--- config.mk ---
export PLATFORM = sky130hd
export DESIGN_NAME = rr_mux_select_arbiter
export DESIGN_NICKNAME = d
export VERILOG_FILES = /design/src/rtl/rr_mux_select_arbiter.sv
export SDC_FILE = /design/constraint.sdc
export NUM_CORES = 1
export LEC_CHECK = 0
export ABC_CLOCK_PERIOD_IN_PS = 4800
export CORE_MARGIN = 4
export CORE_UTILIZATION = 54
export CTS_BUF_LIST = sky130_fd_sc_hd__clkbuf_16
export CTS_CLUSTER_DIAMETER = 100
export DETAILED_ROUTE_END_ITERATION = 7
export GPL_TIMING_DRIVEN = 0
export PLACE_DENSITY = 0.81
export SLEW_MARGIN = 10
export SYNTH_ARGS = -nofsm -noshare
export SYNTH_HDL_FRONTEND = slang
export SYNTH_SLANG_ARGS = --single-unit
--- constraint.sdc ---
create_clock -name clk -period 4.8 [get_ports clk]
set_input_delay 0.48 -clock clk [delete_from_list [all_inputs] [get_ports clk]]
set_output_delay 0.48 -clock clk [all_outputs]
set_load 0.01 [all_outputs]
--- src/rtl/rr_mux_select_arbiter.sv ---
// rtl/rr_mux_select_arbiter.sv - round-robin owner select for a shared 1-bit 4:1 mux
module rr_mux_select_arbiter #(
  parameter int MAX_HOLD = 4,
  parameter int CW       = 4
) (
  input  logic       clk,
  input  logic       reset_n,
  input  logic [3:0] req,
  output logic [3:0] grant,
  output logic [1:0] sel,
  output logic       busy
);

  typedef enum logic {IDLE, OWNED} state_t;

  localparam logic [CW-1:0] HOLD_MAX = CW'(MAX_HOLD);
  localparam logic [CW-1:0] HOLD_ONE = CW'(1);

  state_t          r_state, w_state_nxt;
  logic [3:0]      r_grant, w_grant_nxt;
  logic [1:0]      r_sel, w_sel_nxt;
  logic            r_busy, w_busy_nxt;
  logic [CW-1:0]   r_hold_cnt, w_hold_nxt;
  logic [1:0]      r_last_owner, w_last_nxt;

  logic [1:0]      w_win;
  logic [1:0]      w_idx;
  logic            w_found;
  logic            w_owner_req;

  // Scan starts one past the last owner; the last owner itself is checked last,
  // so it wins only when nobody else is requesting.
  always_comb begin
    w_win   = r_last_owner;
    w_idx   = r_last_owner;
    w_found = 1'b0;
    for (int k = 1; k <= 4; k++) begin
      w_idx = r_last_owner + 2'(k);
      if (!w_found && req[w_idx]) begin
        w_win   = w_idx;
        w_found = 1'b1;
      end
    end
  end

  assign w_owner_req = req[r_last_owner];

  always_comb begin
    w_state_nxt = r_state;
    w_grant_nxt = r_grant;
    w_sel_nxt   = r_sel;
    w_busy_nxt  = r_busy;
    w_hold_nxt  = r_hold_cnt;
    w_last_nxt  = r_last_owner;
    case (r_state)
      IDLE: begin
        if (w_found) begin
          w_state_nxt = OWNED;
          w_grant_nxt = 4'b0001 << w_win;
          w_sel_nxt   = w_win;
          w_busy_nxt  = 1'b1;
          w_hold_nxt  = HOLD_ONE;
          w_last_nxt  = w_win;
        end
      end
      OWNED: begin
        if (!w_owner_req) begin
          if (w_found) begin
            w_grant_nxt = 4'b0001 << w_win;
            w_sel_nxt   = w_win;
            w_hold_nxt  = HOLD_ONE;
            w_last_nxt  = w_win;
          end else begin
            w_state_nxt = IDLE;
            w_grant_nxt = 4'b0000;
            w_busy_nxt  = 1'b0;
            w_hold_nxt  = '0;
          end
        end else if (r_hold_cnt < HOLD_MAX) begin
          w_hold_nxt = r_hold_cnt + HOLD_ONE;
        end else if (w_win != r_last_owner) begin
          // Tenure exhausted and someone else waits: rotate.
          w_grant_nxt = 4'b0001 << w_win;
          w_sel_nxt   = w_win;
          w_hold_nxt  = HOLD_ONE;
          w_last_nxt  = w_win;
        end
      end
      default: begin
        w_state_nxt = IDLE;
        w_grant_nxt = 4'b0000;
        w_busy_nxt  = 1'b0;
        w_hold_nxt  = '0;
      end
    endcase
  end

  always_ff @(posedge clk or negedge reset_n) begin
    if (!reset_n) begin
      r_state      <= IDLE;
      r_grant      <= 4'b0000;
      r_sel        <= 2'b00;
      r_busy       <= 1'b0;
      r_hold_cnt   <= '0;
      r_last_owner <= 2'd3;
    end else begin
      r_state      <= w_state_nxt;
      r_grant      <= w_grant_nxt;
      r_sel        <= w_sel_nxt;
      r_busy       <= w_busy_nxt;
      r_hold_cnt   <= w_hold_nxt;
      r_last_owner <= w_last_nxt;
    end
  end

  assign grant = r_grant;
  assign sel   = r_sel;
  assign busy  = r_busy;

endmodule
==> impl_metrics.yaml <==
status:
  outcome: "completed"
synth:
  synthesis.instances: 67
  async_reset_ff_share_pct: 100
  yosys-top-cells-area: "dfrtp_1 40%, dfstp_2 6.9%, a32o_1 6.6%"
  post-synth-top-count-cell: "dfrtp_1"
  synth-warning-count: 0
  synth.yosys.seq_area_share_pct: 46.6
  ys_types: 30
  synth.net_count: 74
  synth_area_leader_cell: "dfrtp_1"
  ys_ff_latch: 14
  syn_area_um2: 757
  synth-edff-count: 0
  synth_top_flop_cell: "dfrtp_1"
  synth_commonest_cells: "12 x dfrtp_1, 7 x o21ai_0, 6 x inv_1"
  netlist.area_leader.share_pct: 39.7
  post_synth.cell_area_avg_um2: 11.3
pwr:
  powerDensity_nw_per_um2: 654
  peakVddDrop_uv: 572
  leak_pwr_uw: 0.000424
global_route:
  grt_pass1_vias: 562
  grt.total_usage_pct: 18.6
  antenna_found_initial: 0
  grt_max_degree: 15
  globalRouteOverflowTotal: 0
  grt_pass1_wl_um: 2630
detailed_routing:
  remaining_number_of_nets_flagged_by_the_antenna_check_after_routing: 0
  dr.first_iter.drc_count: 9
  detail_route.drc_violations: 0
  met1_length_um: 702
  routed.top_layer: "met4"
  finalWirelength_um: 1560
  drt_first_pass_iters: 4
  viasPerCell: 5.89
  routed_wire_length_per_instance_um: 15.9
  dr_wl_met3_um: 57
  dr_wl_met2_um: 764
  via_count: 577
worst_setup_path:
  required_ps: 4920
  arrival_ps: 2380
  critPathLaunchType: "input port"
  critical_path.max_fanout: 8
  worstSetupPathType: "input port to flop"
  endpoint_kind: "flop"
finish:
  final_net_count: 91
  multi_input_comb_area_um2: 370
  share_of_final_layout_standard_cells_stronger_than_drive_strength_1_pct: 19.3
  area_growth_pct: 28.8
  fin_cells: 98
  num-fill-cells: 95
  seq_area_um2: 353
  antenna_cells: 0
clock_tree:
  cts_bufs_inserted: 3
  cts_setup_buffers: 0
  ctsHoldBuffers: 0
  worstSkewPairLatency_ps: 240
  cts.root.buffer_cell: "clkbuf_16"
  cts_tree: "built"
  post_cts_resize_count: 0
  clk_transition_reported_paths_ps: 40
  clockBufferDepth: 2
  clock-sinks: 14
  level_count_of_the_clock_h_tree: 1
die:
  core_area_um2: 1320
  die_span_in_y_um: 45.4
  start_util_pct: 57.5
  rows: 13
  ios: 13
  die_boundary_width_um: 45.4
  design.die.area_um2: 2060
placement:
  gp_routability_congestion: 0.784
  port-buffer-count: 12
  dp.final_hpwl_um: 1100
  placedCellCount: 94
run:
  drv.max_cap_violation_count: 0
sta:
  rsz0062_at_grt: "no"
  timing.final.max_slew_violations: 0
  setup_total_negative_slack_ps: 0
  timing.fmax_mhz: 442
  finalWorstPathRequiredPeriod_ps: 2260
  finalHoldViolCount: 0
  worst_slew_pin_slew_ps: 820
  finalSetupViolCount: 0
  fin_worst_skew_ps: 1.89
  slew-limit-headroom_pct: 44.6
  min_period_over_period_pct: 47.1
worst_hold_path:
  hold_path.class: "flop to flop"
## final timing paths
path                                        startpoint                         to  slack [ps]  depth (start not counted)
hold reg to reg                   grant[0]$_DFFE_PN0P_       grant[0]$_DFFE_PN0P_         490                          1
max in group asynchronous                      reset_n       grant[2]$_DFFE_PN0P_        3790                          1
min in group asynchronous                      reset_n  r_hold_cnt[2]$_DFFE_PN0P_         620                          1
setup reg to reg           r_last_owner[0]$_DFFE_PN1P_         sel[0]$_DFFE_PN0P_        2660                          5
hold / removal                    grant[0]$_DFFE_PN0P_       grant[0]$_DFFE_PN0P_         490                          1
setup / recovery                                req[3]         sel[0]$_DFFE_PN0P_        2540                          5
## stage by stage
step / hold WS [ps] / cell area [um^2] / util [%] / power (uW) / worst slack [ps]
final: 487 / 975 / 74.0 / 637 / 2540
after global routing: 499 / 975 / 74.0 / 679 / 2400
after CTS: 490 / 975 / 74.0 / 642 / 2550
after detailed placement: 483 / 896 / 68.0 / 483 / 2340
after global placement: 475 / 896 / 68.0 / 471 / 2340
after floorplan: 184 / 757 / - / 391 / 2820
## layout by cell type, fill, tap and decap left out
| master | synthesis | routed |
|---|---|---|
| a21boi_4 | 1 | 1 |
| a21o_1 | 2 | 2 |
| a21o_2 | 1 | 1 |
| a21oi_1 | 1 | 1 |
| a31oi_1 | 2 | 2 |
| a32o_1 | 5 | 5 |
| and2_4 | 1 | 1 |
| and2b_1 | 1 | 1 |
| buf_6 | 1 | 1 |
| clkbuf_16 | 0 | 3 |
| clkdlybuf4s50_1 | 0 | 12 |
| clkinv_1 | 0 | 1 |
| dfrtp_1 | 12 | 12 |
| dfstp_2 | 2 | 2 |
| ha_1 | 1 | 1 |
| inv_1 | 6 | 6 |
| maj3_1 | 1 | 1 |
| mux2_2 | 3 | 3 |
| mux2i_1 | 2 | 2 |
| mux4_2 | 1 | 1 |
| nand2b_1 | 2 | 2 |
| nand3_1 | 2 | 2 |
| nand3b_1 | 1 | 1 |
| nor2_1 | 3 | 3 |
| nor2_2 | 1 | 1 |
| nor2b_1 | 2 | 2 |
| nor3_1 | 1 | 1 |
| nor4_1 | 1 | 1 |
| o21a_1 | 1 | 1 |
| o21ai_0 | 7 | 7 |
| o21ai_4 | 1 | 1 |
| o311ai_0 | 1 | 1 |
| or2_2 | 1 | 1 |
## cell type report
cell class / count / share of cell area [%]
clock inverter: 1 / 0.385
multi-input combinational: 46 / 38.0
tap: 15 / 1.93
sequential: 14 / 36.2
clock buffer: 3 / 7.70
inverter: 6 / 2.31
timing repair buffer: 12 / 12.3
buffer: 1 / 1.16
## per-layer routing
| layer | global-route usage (%) | vias to the layer above |
|---|---|---|
| met4 | 10.5 | 0 |
| met1 | 23.3 | 277 |
| met5 | 0 | - |
| met2 | 29.5 | 12 |
| li1 | - | 284 |
| met3 | 3.95 | 4 |
## worst max-delay path, stage by stage
cell and delay (ps):
clkdlybuf4s50_1 510, mux4_2 560, and2_4 210, o21ai_4 250
mux2_2 370
## where the power goes
| group | total (uW) | internal (uW) | leakage, uW | switching, uW |
|---|---|---|---|---|
| registers | 200 | 169 | 0.000169 | 31.8 |
| clock network | 153 | 110 | 0.0000385 | 43.1 |
| logic | 284 | 155 | 0.000216 | 129 |
| total | 637 | 433 | 0.000424 | 204 |
## state kept, by name (all words and copies together) (netlist names)
signal	cells
grant	4
r_hold_cnt	4
r_last_owner	2
sel	2
busy	1
r_state	1
## cells by family (layout without fill, tap and decap cells)
family | after synthesis | count (layout) | synth area share [%]
compound gates | 22 | 22 | 23.5
mux | 6 | 6 | 10.1
fa+ha+maj | 2 | 2 | 2.97
flops | 14 | 14 | 46.6
simple gates | 16 | 16 | 12.4
buf+inv | 7 | 23 | 4.46
(Power assumes the default switching activity.)
